## config.mk

```make
export PLATFORM = sky130hd
export DESIGN_NAME = md_sched
export DESIGN_NICKNAME = d
export VERILOG_FILES = /design/src/rtl/mips_pkg.sv /design/src/rtl/md_decode.sv /design/src/rtl/md_sched.sv
export SDC_FILE = /design/constraint.sdc
export NUM_CORES = 2
export LEC_CHECK = 0
export BUFFER_PORTS_ARGS = -buffer_cell sky130_fd_sc_hd__buf_2
export CORE_UTILIZATION = 40
export DETAILED_ROUTE_END_ITERATION = 8
export PLACE_DENSITY = 0.67
export SKIP_LAST_GASP = 1
export SLEW_MARGIN = 5
export SYNTH_ARGS = -nofsm -noshare
export SYNTH_HDL_FRONTEND = slang
export SYNTH_SLANG_ARGS = --single-unit
```

## constraint.sdc

```tcl
create_clock -name clk -period 12.1 [get_ports clk]
set_input_delay 0.605 -clock clk [delete_from_list [all_inputs] [get_ports clk]]
set_output_delay 0.605 -clock clk [all_outputs]
set_load 0.05 [all_outputs]
```

## src/rtl/mips_pkg.sv

```systemverilog
// Shared MIPS decode constants and multiply/divide scheduler types.
// Division support is selected by MD_DIV_EN.
package mips_pkg;

  localparam logic [5:0] OP_SPECIAL = 6'h00;

  localparam logic [5:0] F_MFHI  = 6'h10;
  localparam logic [5:0] F_MTHI  = 6'h11;
  localparam logic [5:0] F_MFLO  = 6'h12;
  localparam logic [5:0] F_MTLO  = 6'h13;
  localparam logic [5:0] F_MULT  = 6'h18;
  localparam logic [5:0] F_MULTU = 6'h19;
  localparam logic [5:0] F_DIV   = 6'h1A;
  localparam logic [5:0] F_DIVU  = 6'h1B;

  typedef enum logic {
    IDLE,
    RUN
  } md_state_t;

  typedef enum logic [3:0] {
    MD_NONE,
    MD_MULT,
    MD_MULTU,
    MD_DIV,
    MD_DIVU,
    MD_MFHI,
    MD_MFLO,
    MD_MTHI,
    MD_MTLO
  } md_op_t;

  function automatic logic [31:0] neg32(
    input logic [31:0] v
  );
    return ~v + 32'd1;
  endfunction

endpackage

```

## src/rtl/md_decode.sv

```systemverilog
// Combinational md-class decoder, instanced for D and E.
// div/divu decode only when MD_DIV_EN is defined.
module md_decode
  import mips_pkg::*;
(
  input  logic [31:0] instr,
  output logic        is_md,
  output logic        is_start_op,
  output md_op_t      op
);

  logic       sp;
  logic [5:0] fn;
  logic       unused_mid;

  assign sp = (instr[31:26] == OP_SPECIAL);
  assign fn = instr[5:0];
  assign unused_mid = ^instr[25:6];

  always_comb begin
    op = MD_NONE;
    unique case (1'b1)
      sp && (fn == F_MULT):  op = MD_MULT;
      sp && (fn == F_MULTU): op = MD_MULTU;
`ifdef MD_DIV_EN
      sp && (fn == F_DIV):   op = MD_DIV;
      sp && (fn == F_DIVU):  op = MD_DIVU;
`endif
      sp && (fn == F_MFHI):  op = MD_MFHI;
      sp && (fn == F_MFLO):  op = MD_MFLO;
      sp && (fn == F_MTHI):  op = MD_MTHI;
      sp && (fn == F_MTLO):  op = MD_MTLO;
      default:               op = MD_NONE;
    endcase
  end

  assign is_md = (op != MD_NONE);
  assign is_start_op = (op == MD_MULT)
                    || (op == MD_MULTU)
                    || (op == MD_DIV)
                    || (op == MD_DIVU);

endmodule

```

## src/rtl/md_sched.sv

```systemverilog
// Multiply/divide scheduler: HI/LO owner, multi-cycle sequencing, stall merge.
// Define MD_DIV_EN to build in div/divu support.
module md_sched
  import mips_pkg::*;
#(
  parameter int unsigned MULT_CYCLES = 5,
  parameter int unsigned DIV_CYCLES  = 10
) (
  input  logic        clk,
  input  logic        reset,
  input  logic [31:0] instrD,
  input  logic [31:0] instrE,
  input  logic [31:0] rs_valE,
  input  logic [31:0] rt_valE,
  input  logic        hazard_stall,
  output logic        stall,
  output logic        en_pc,
  output logic        en_D,
  output logic        clr_E,
  output logic        busy,
  output logic [31:0] hi,
  output logic [31:0] lo
);

  localparam int unsigned MAXC =
    (MULT_CYCLES > DIV_CYCLES) ? MULT_CYCLES : DIV_CYCLES;
  localparam int unsigned CW = $clog2(MAXC + 1);
  localparam logic [CW-1:0] MUL_LD = CW'(MULT_CYCLES);
`ifdef MD_DIV_EN
  localparam logic [CW-1:0] DIV_LD = CW'(DIV_CYCLES);
`endif

  logic   md_d;
  logic   start_d_unused;
  md_op_t op_d_unused;
  logic   md_e_unused;
  logic   start_op_e;
  md_op_t op_e;

  md_decode u_dec_d (
    .instr       (instrD),
    .is_md       (md_d),
    .is_start_op (start_d_unused),
    .op          (op_d_unused)
  );

  md_decode u_dec_e (
    .instr       (instrE),
    .is_md       (md_e_unused),
    .is_start_op (start_op_e),
    .op          (op_e)
  );

  md_state_t     state_q, state_d;
  logic [CW-1:0] cnt_q, cnt_d;
  logic [CW-1:0] cnt_ld;
  md_op_t        op_q;
  logic [31:0]   a_q, b_q;
  logic [31:0]   hi_q, lo_q;
  logic          start;
  logic          done;

  assign start = start_op_e && (state_q == IDLE);

`ifdef MD_DIV_EN
  assign cnt_ld = ((op_e == MD_DIV) || (op_e == MD_DIVU))
                ? DIV_LD : MUL_LD;
`else
  assign cnt_ld = MUL_LD;
`endif

  always_comb begin
    state_d = state_q;
    cnt_d   = cnt_q;
    done    = 1'b0;
    unique case (state_q)
      IDLE: begin
        if (start) begin
          state_d = RUN;
          cnt_d   = cnt_ld;
        end
      end
      RUN: begin
        cnt_d = cnt_q - CW'(1);
        if (cnt_q == CW'(1)) begin
          done    = 1'b1;
          state_d = IDLE;
        end
      end
      default: begin
        state_d = IDLE;
        cnt_d   = '0;
      end
    endcase
  end

  always_ff @(posedge clk) begin
    if (reset) begin
      state_q <= IDLE;
      cnt_q   <= '0;
    end else begin
      state_q <= state_d;
      cnt_q   <= cnt_d;
    end
  end

  // One 64x64 multiplier serves both signednesses via operand extension.
  logic        mul_sgn;
  logic [63:0] ext_a, ext_b, prod;

  assign mul_sgn = (op_q == MD_MULT);
  assign ext_a = {{32{mul_sgn & a_q[31]}}, a_q};
  assign ext_b = {{32{mul_sgn & b_q[31]}}, b_q};
  assign prod  = ext_a * ext_b;

  logic        res_wr;
  logic [31:0] res_hi, res_lo;

`ifdef MD_DIV_EN
  logic        is_div, div_sgn;
  logic [31:0] mag_a, mag_b, uq, ur, sq, sr;

  assign is_div  = (op_q == MD_DIV) || (op_q == MD_DIVU);
  assign div_sgn = (op_q == MD_DIV);
  assign mag_a = (div_sgn && a_q[31]) ? neg32(a_q) : a_q;
  assign mag_b = (div_sgn && b_q[31]) ? neg32(b_q) : b_q;
  assign uq = (mag_b == 32'd0) ? 32'd0 : mag_a / mag_b;
  assign ur = (mag_b == 32'd0) ? 32'd0 : mag_a % mag_b;
  // Quotient truncates toward zero; remainder follows the dividend.
  assign sq = (div_sgn && (a_q[31] ^ b_q[31])) ? neg32(uq) : uq;
  assign sr = (div_sgn && a_q[31]) ? neg32(ur) : ur;

  assign res_wr = done && (!is_div || (b_q != 32'd0));
  assign res_hi = is_div ? sr : prod[63:32];
  assign res_lo = is_div ? sq : prod[31:0];
`else
  assign res_wr = done;
  assign res_hi = prod[63:32];
  assign res_lo = prod[31:0];
`endif

  always_ff @(posedge clk) begin
    if (reset) begin
      op_q <= MD_NONE;
      a_q  <= '0;
      b_q  <= '0;
      hi_q <= '0;
      lo_q <= '0;
    end else begin
      if (start) begin
        op_q <= op_e;
        a_q  <= rs_valE;
        b_q  <= rt_valE;
      end
      if (res_wr) begin
        hi_q <= res_hi;
        lo_q <= res_lo;
      end else if (state_q == IDLE) begin
        if (op_e == MD_MTHI) hi_q <= rs_valE;
        if (op_e == MD_MTLO) lo_q <= rs_valE;
      end
    end
  end

  assign busy  = (state_q == RUN);
  assign stall = hazard_stall | (md_d & (busy | start));
  assign en_pc = ~stall;
  assign en_D  = ~stall;
  assign clr_E = stall;
  assign hi    = hi_q;
  assign lo    = lo_q;

endmodule
```

# Yosys cells after proc, flatten, opt, wreduce, memory -nomap -nowiden
# Cells that the tools add are included.
[classes]
n_reduce_logical = 23
bitwise_logic = 7
mul = 1
n_mux = 15
addsub = 1
n_eq_ne = 22
[ops]
columns = ["cell", "n"]
rows = [
  ["32-bit 2-to-1 mux", 6],
  ["6-bit by 5-bit == test with 1-bit output (second input constant)", 12],
  ["33-bit by 33-bit multiplier with 64-bit output", 1],
  ["4-bit one-hot mux with 6 select lines", 2],
  ["1-bit logical AND", 13],
  ["4-bit by 1-bit == test with 1-bit output (second input constant)", 3],
  ["6-bit zero test", 2],
  ["4-bit by 2-bit == test with 1-bit output (second input constant)", 2],
  ["4-bit by 3-bit == test with 1-bit output (second input constant)", 2],
  ["4-bit one-hot mux with 2 select lines", 1],
  ["4-bit == test (second input constant)", 1],
  ["1-bit 2-to-1 mux", 4],
  ["4-bit 2-to-1 mux", 1],
  ["2-bit AND reduction", 2],
  ["2-bit nonzero test", 2],
  ["4-bit nonzero test", 1],
  ["4-bit by 1-bit subtractor with 4-bit output (second input constant)", 1],
  ["1-bit AND", 3],
  ["1-bit logical OR", 3],
  ["2-bit by 1-bit inequality test with 1-bit output (second input constant)", 1],
  ["2-bit inequality test (second input constant)", 1],
  ["1-bit inverter", 2],
  ["1-bit bitwise OR", 2],
  ["1-bit one-hot mux with 2 select lines", 1],
]
[word_totals]
register_bits = 137
word_cells = 76

# Longest topological paths before layout
[depth]
ltp_word = 12
mapped_depth = 31
depth_no_buf = 29

# Modules after synthesis
# Synthesis repeated with hierarchy kept, for this count alone.
[hier_totals]
hier_cells = 4915
hier_area_um2 = 43681.9
[by_module_without_submodules]
columns = ["mod", "instances", "area_per_inst_um2", "cells_each"]
rows = [
  ["md_sched", 1, 43424.1, 4879],
  ["md_decode", 2, 128.9, 18],
]

# Least setup slack after synthesis
# No wires, ideal clock.
[synth_path]
path_type = "register to register"
from = "register op_q[1]"
to = "register hi_q[28], in the netlist hi[28]"
stages_incl_launch_ff = 31
path_slack_ps = 3625
period_less_slack_ps = 8475
arrival_time_ps = 8390
path_buffers = 2
cell_sequence = "dfxtp_1 nor4b_1 and2_1 clkbuf_1 nand2_1 inv_1 fa_1 inv_1 fa_1 inv_1 fa_1 fa_1 inv_1 fa_1 inv_1 fa_1 inv_1 fa_1 fa_1 inv_1 ha_1 buf_2 nand4_1 nor4_1 nand2_1 a211oi_1 a2111oi_4 o31ai_1 xor2_1 nor2_1 a211oi_1"
[synth_between]
elab_chain_cells = 4
elab_cells_between_ends = 5
cone_classes = "mul: 1; eq/ne: 1; mux: 1; bitwise: 2"
[synth_lines]
columns = ["element", "line_no", "source"]
rows = [
  ["from (decl)", "md_sched.sv:57", "md_op_t op_q;"],
  ["from (signal assigned)", "md_sched.sv:151", "op_q <= op_e;"],
  ["4-bit by 1-bit == test with 1-bit output *", "md_sched.sv:111", "assign mul_sgn = (op_q == MD_MULT);"],
  ["1-bit AND (on tied branches)", "md_sched.sv:112, md_sched.sv:113", ""],
  ["33-bit by 33-bit multiplier with 64-bit output *", "md_sched.sv:114", "assign prod = ext_a * ext_b;"],
  ["32-bit 2-to-1 mux *", "md_sched.sv:155", "if (res_wr) begin"],
  ["to (signal assigned)", "md_sched.sv:156", "hi_q <= res_hi;"],
  ["to (signal assigned)", "md_sched.sv:159", "if (op_e == MD_MTHI) hi_q <= rs_valE;"],
  ["to (decl)", "md_sched.sv:59", "logic [31:0] hi_q, lo_q;"],
]
# Mark *: on every way between the ends. The rest lies on a longest branch, timed or not.
# A chain may end at the register's enable or synchronous reset.

# Worst setup path after layout
# Ends and elaborated chain as after synthesis.

==> metrics.md <==
| Metric | Value |
|---|---|
| Slew headroom | 21.4% |
| Synth cell types | 74 |
| Async set or reset register ratio after synthesis | 0% |
| Total grt overflow | 0 |
| P_sw | 276 uW |
| Worst EP arrival | 10.33 ns |
| GRT busiest layer | met2 |
| Clock Skew | 0.0272 ns |
| Startpoint Class | flop |
| Post-synth top flop | dfxtp_1 |
| #FFs+latches synth | 137 |
| Crit share post-route | 82.4% |
| Htree depth | 4 |
| Met2 usage | 37.1% |
| Crit. End Element | flop |
| Worst-Skew Late Latency | 0.47 ns |
| Non-Filler Instances | 6,246 |
| Yosys warns | 0 |
| Final Max Slew Viols | 0 |
| Maximum buffer depth of the clock tree | 2 |
| Top cell by count, worst path | fa_1 |
| GR Util met1 | 28.9% |
| Synthesized area per cell | 8.94 sq um |
| Final setup viols | 0 |
| Worst-Margin Slew | 1.18 ns |
| Fin Hold WS | 0.368 ns |
| Largest net degree at the start of global routing | 80 |
| Total clock sinks | 137 |
| Mapped Area | 43,500 sq um |
| PwrDens | 22.2 nW/um^2 |
| Syn_nets | 6,337 |
| Ports | 200 |
| Type of the tightest min-delay check | in2reg |
| Drt pass-1 iters | 6 |
| TritonCTS Buffers | 17 |
| Vias in the first global route | 35,100 |
| First-pass GRT wire length | 190,000 um |
| Outcome | complete, no violations |
| VDD IR max | 0.0000684 V |
| Detailed placer's ending HPWL | 93,000 um |
| Fmax | 100 MHz |
| Post-CTS Setup Bufs | 0 |
| CTS tree | yes |
| Initial antenna violation count | 2 |
| Placed Area | 45,600 sq um |
| RSZ-0062 raised after global routing | no |
| Via count | 32,300 |
| Layout Area Growth over Synthesis | 5.98% |
| Minimum clock period | 9.97 ns |
| Clock power share | 52.1% |
| DRC viols | 0 |
| Met3 Use GR | 2.27% |
| Crit path kind | reg2reg |
| Layout fillers | 10,500 |
| Total GRT Usage | 21.9% |
| Post-CTS Hold Buffers | 0 |
| Routed Antenna Nets | 0 |
| Max Cap Viol | 0 |
| Die H | 332 um |
| Core area | 108,000 sq um |
| Gate power share | 3.8% |
| Cells on worst reg2reg path | 28 |
| # rows | 120 |
| P_int | 747 uW |
| Syn Inst Count | 4,867 |
| CP required | 12.46 ns |
| Placed cells | 6,213 |
| Worst-path fanout max | 13 |
| Root buffer cell | clkbuf_16 |
| Die X | 332 um |
| Vias/cell | 5.17 |
| Sequential element share of the synthesized area | 6.30% |
| Post-route cell area | 46,100 sq um |
| Leak | 0.0210 uW |
| Fin nets | 6,299 |
| 1st-iter DRT viols | 2,286 |
| Hold Path Stages | 3 |
| Crit path max-delay cell type | fa_1 |
| Layout cell share with drive strength beyond 1 | 6.57% |
| RD Place Congestion | 0.933 |
| Die Area | 110,000 sq um |
| Post-CTS sizing | 0 |
| Final hold vios | 0 |
| Share of power burned in registers | 44.1% |
| EDFF count, synth | 0 |
| Wire per inst | 18.6 um |
| Sum Neg Setup Slack | 0 ns |
| Initial core utilization | 40.5% |
| Detailed Route WL | 116,000 um |
| Sw Share | 27.0% |
| Worst path max stage delay | 0.88 ns |
| Clk slew on worst S/H paths | 0.09 ns |
| IO buf count | 158 |
synthesized netlist by cell type, types with 55 or more instances:
cell type,count,area [sq um]
nand2_1,944,3540
fa_1,1125,22500
mux2i_1,55,551
a211oi_1,68,510
clkbuf_1,271,1020
nor2_1,105,394
ha_1,214,2680
and2_1,291,1820
a21oi_1,132,661
xnor2_1,58,508
dfxtp_1,137,2740
inv_1,1149,4310
worst max-delay path: cells and delay by family (launching register included):
family | cells | cell delay (ns)
and+or+nand+nor | 7 | 2.38
DFF | 1 | 0.33
AOI/OAI and AO/OA | 4 | 1.07
xor gates and xnor gates | 1 | 0.18
buffers and inverters | 7 | 1.16
adders and majority gates | 9 | 4.75
routing by layer:
metal	wire length, um	part of all wire (%)
met5	20	0.017
met4	4560	3.9
met3	7040	6.1
met2	56800	49
met1	47600	41
state kept, by name, summed over array words and instances, names as in the netlist:
register  flops
a_q          32
b_q          32
hi           32
lo           32
cnt_q         4
op_q          4
busy          1
layout make-up:
class / instances / area, sq um / area share, %
multi-input combinational: 3287 / 35400 / 76.7
antenna: 1 / 2.50 / 0.00543
sequential: 137 / 2750 / 5.96
clock inverter: 15 / 126 / 0.274
clock buffer: 17 / 425 / 0.922
tap: 1403 / 1760 / 3.81
timing repair buffer: 237 / 1390 / 3.01
inverter: 1149 / 4310 / 9.35
power by group through the flow:
stage	registers [uW]	clock network, uW	logic (uW)
5_1_grt	451	559	40.3
4_1_cts	451	538	38.2
6_report	451	533	38.9
3_5_place_dp	461	0	38.0
3_3_place_gp	461	0	38.2
2_1_floorplan	461	0	12.3
cells by family (layout without fill, tap and decap cells):
group,count (synthesis),after routing,synth area share [%]
AND/OR/NAND/NOR,1471,1471,15.1
buffers and inverters,1443,1418,12.5
adder cells (fa/ha/maj),1339,1339,57.9
AO/OA/AOI/OAI,341,341,5.24
flip-flops,137,137,6.30
XOR/XNOR,75,75,1.51
multiplexers,61,61,1.42
other,0,1,0
metrics by stage:
step,power [uW],setup slack [ns],utilization [%]
after CTS,1030,2.08,42.9
after detailed placement,499,2.13,42.4
after global routing,1050,1.61,42.9
final,1020,2.13,42.9
after global placement,500,2.32,42.4
after floorplan,474,3.62,-
path summary, 6_finish.rpt:
check                         endpoint  slack [ns]            startpoint
setup / recovery   hi[28]$_SDFFE_PP0P_        2.13  op_q[1]$_SDFFE_PP0P_
hold / removal    b_q[30]$_SDFFE_PP0P_        0.37           rt_valE[30]
setup reg to reg   hi[28]$_SDFFE_PP0P_        2.13  op_q[1]$_SDFFE_PP0P_
hold reg to reg   a_q[10]$_SDFFE_PP0P_        0.45  a_q[10]$_SDFFE_PP0P_
placed cells by master (no fill, tap or decap), types with 6 or more instances in the layout:
master and n:
nor2b_1 11, o21ai_1 13, nor3_1 8, and3_1 27, xor2_1 17, and2_1 291
clkinv_2 6, a21oi_1 132, dfxtp_1 133, a21o_1 23, or2_2 10, a211oi_1 68
buf_2 157, inv_1 1149, nand2_1 944, o211ai_1 6, o21bai_1 10, mux2_2 6
nor2_1 105, nand4_1 10, buf_4 80, a31oi_1 8, o21ai_0 28, mux2i_1 55
nand3_1 27, xnor2_1 58, ha_1 214, fa_1 1125, clkbuf_16 17, nand2b_1 8
No activity file was read; power rests on OpenSTA's default activity.
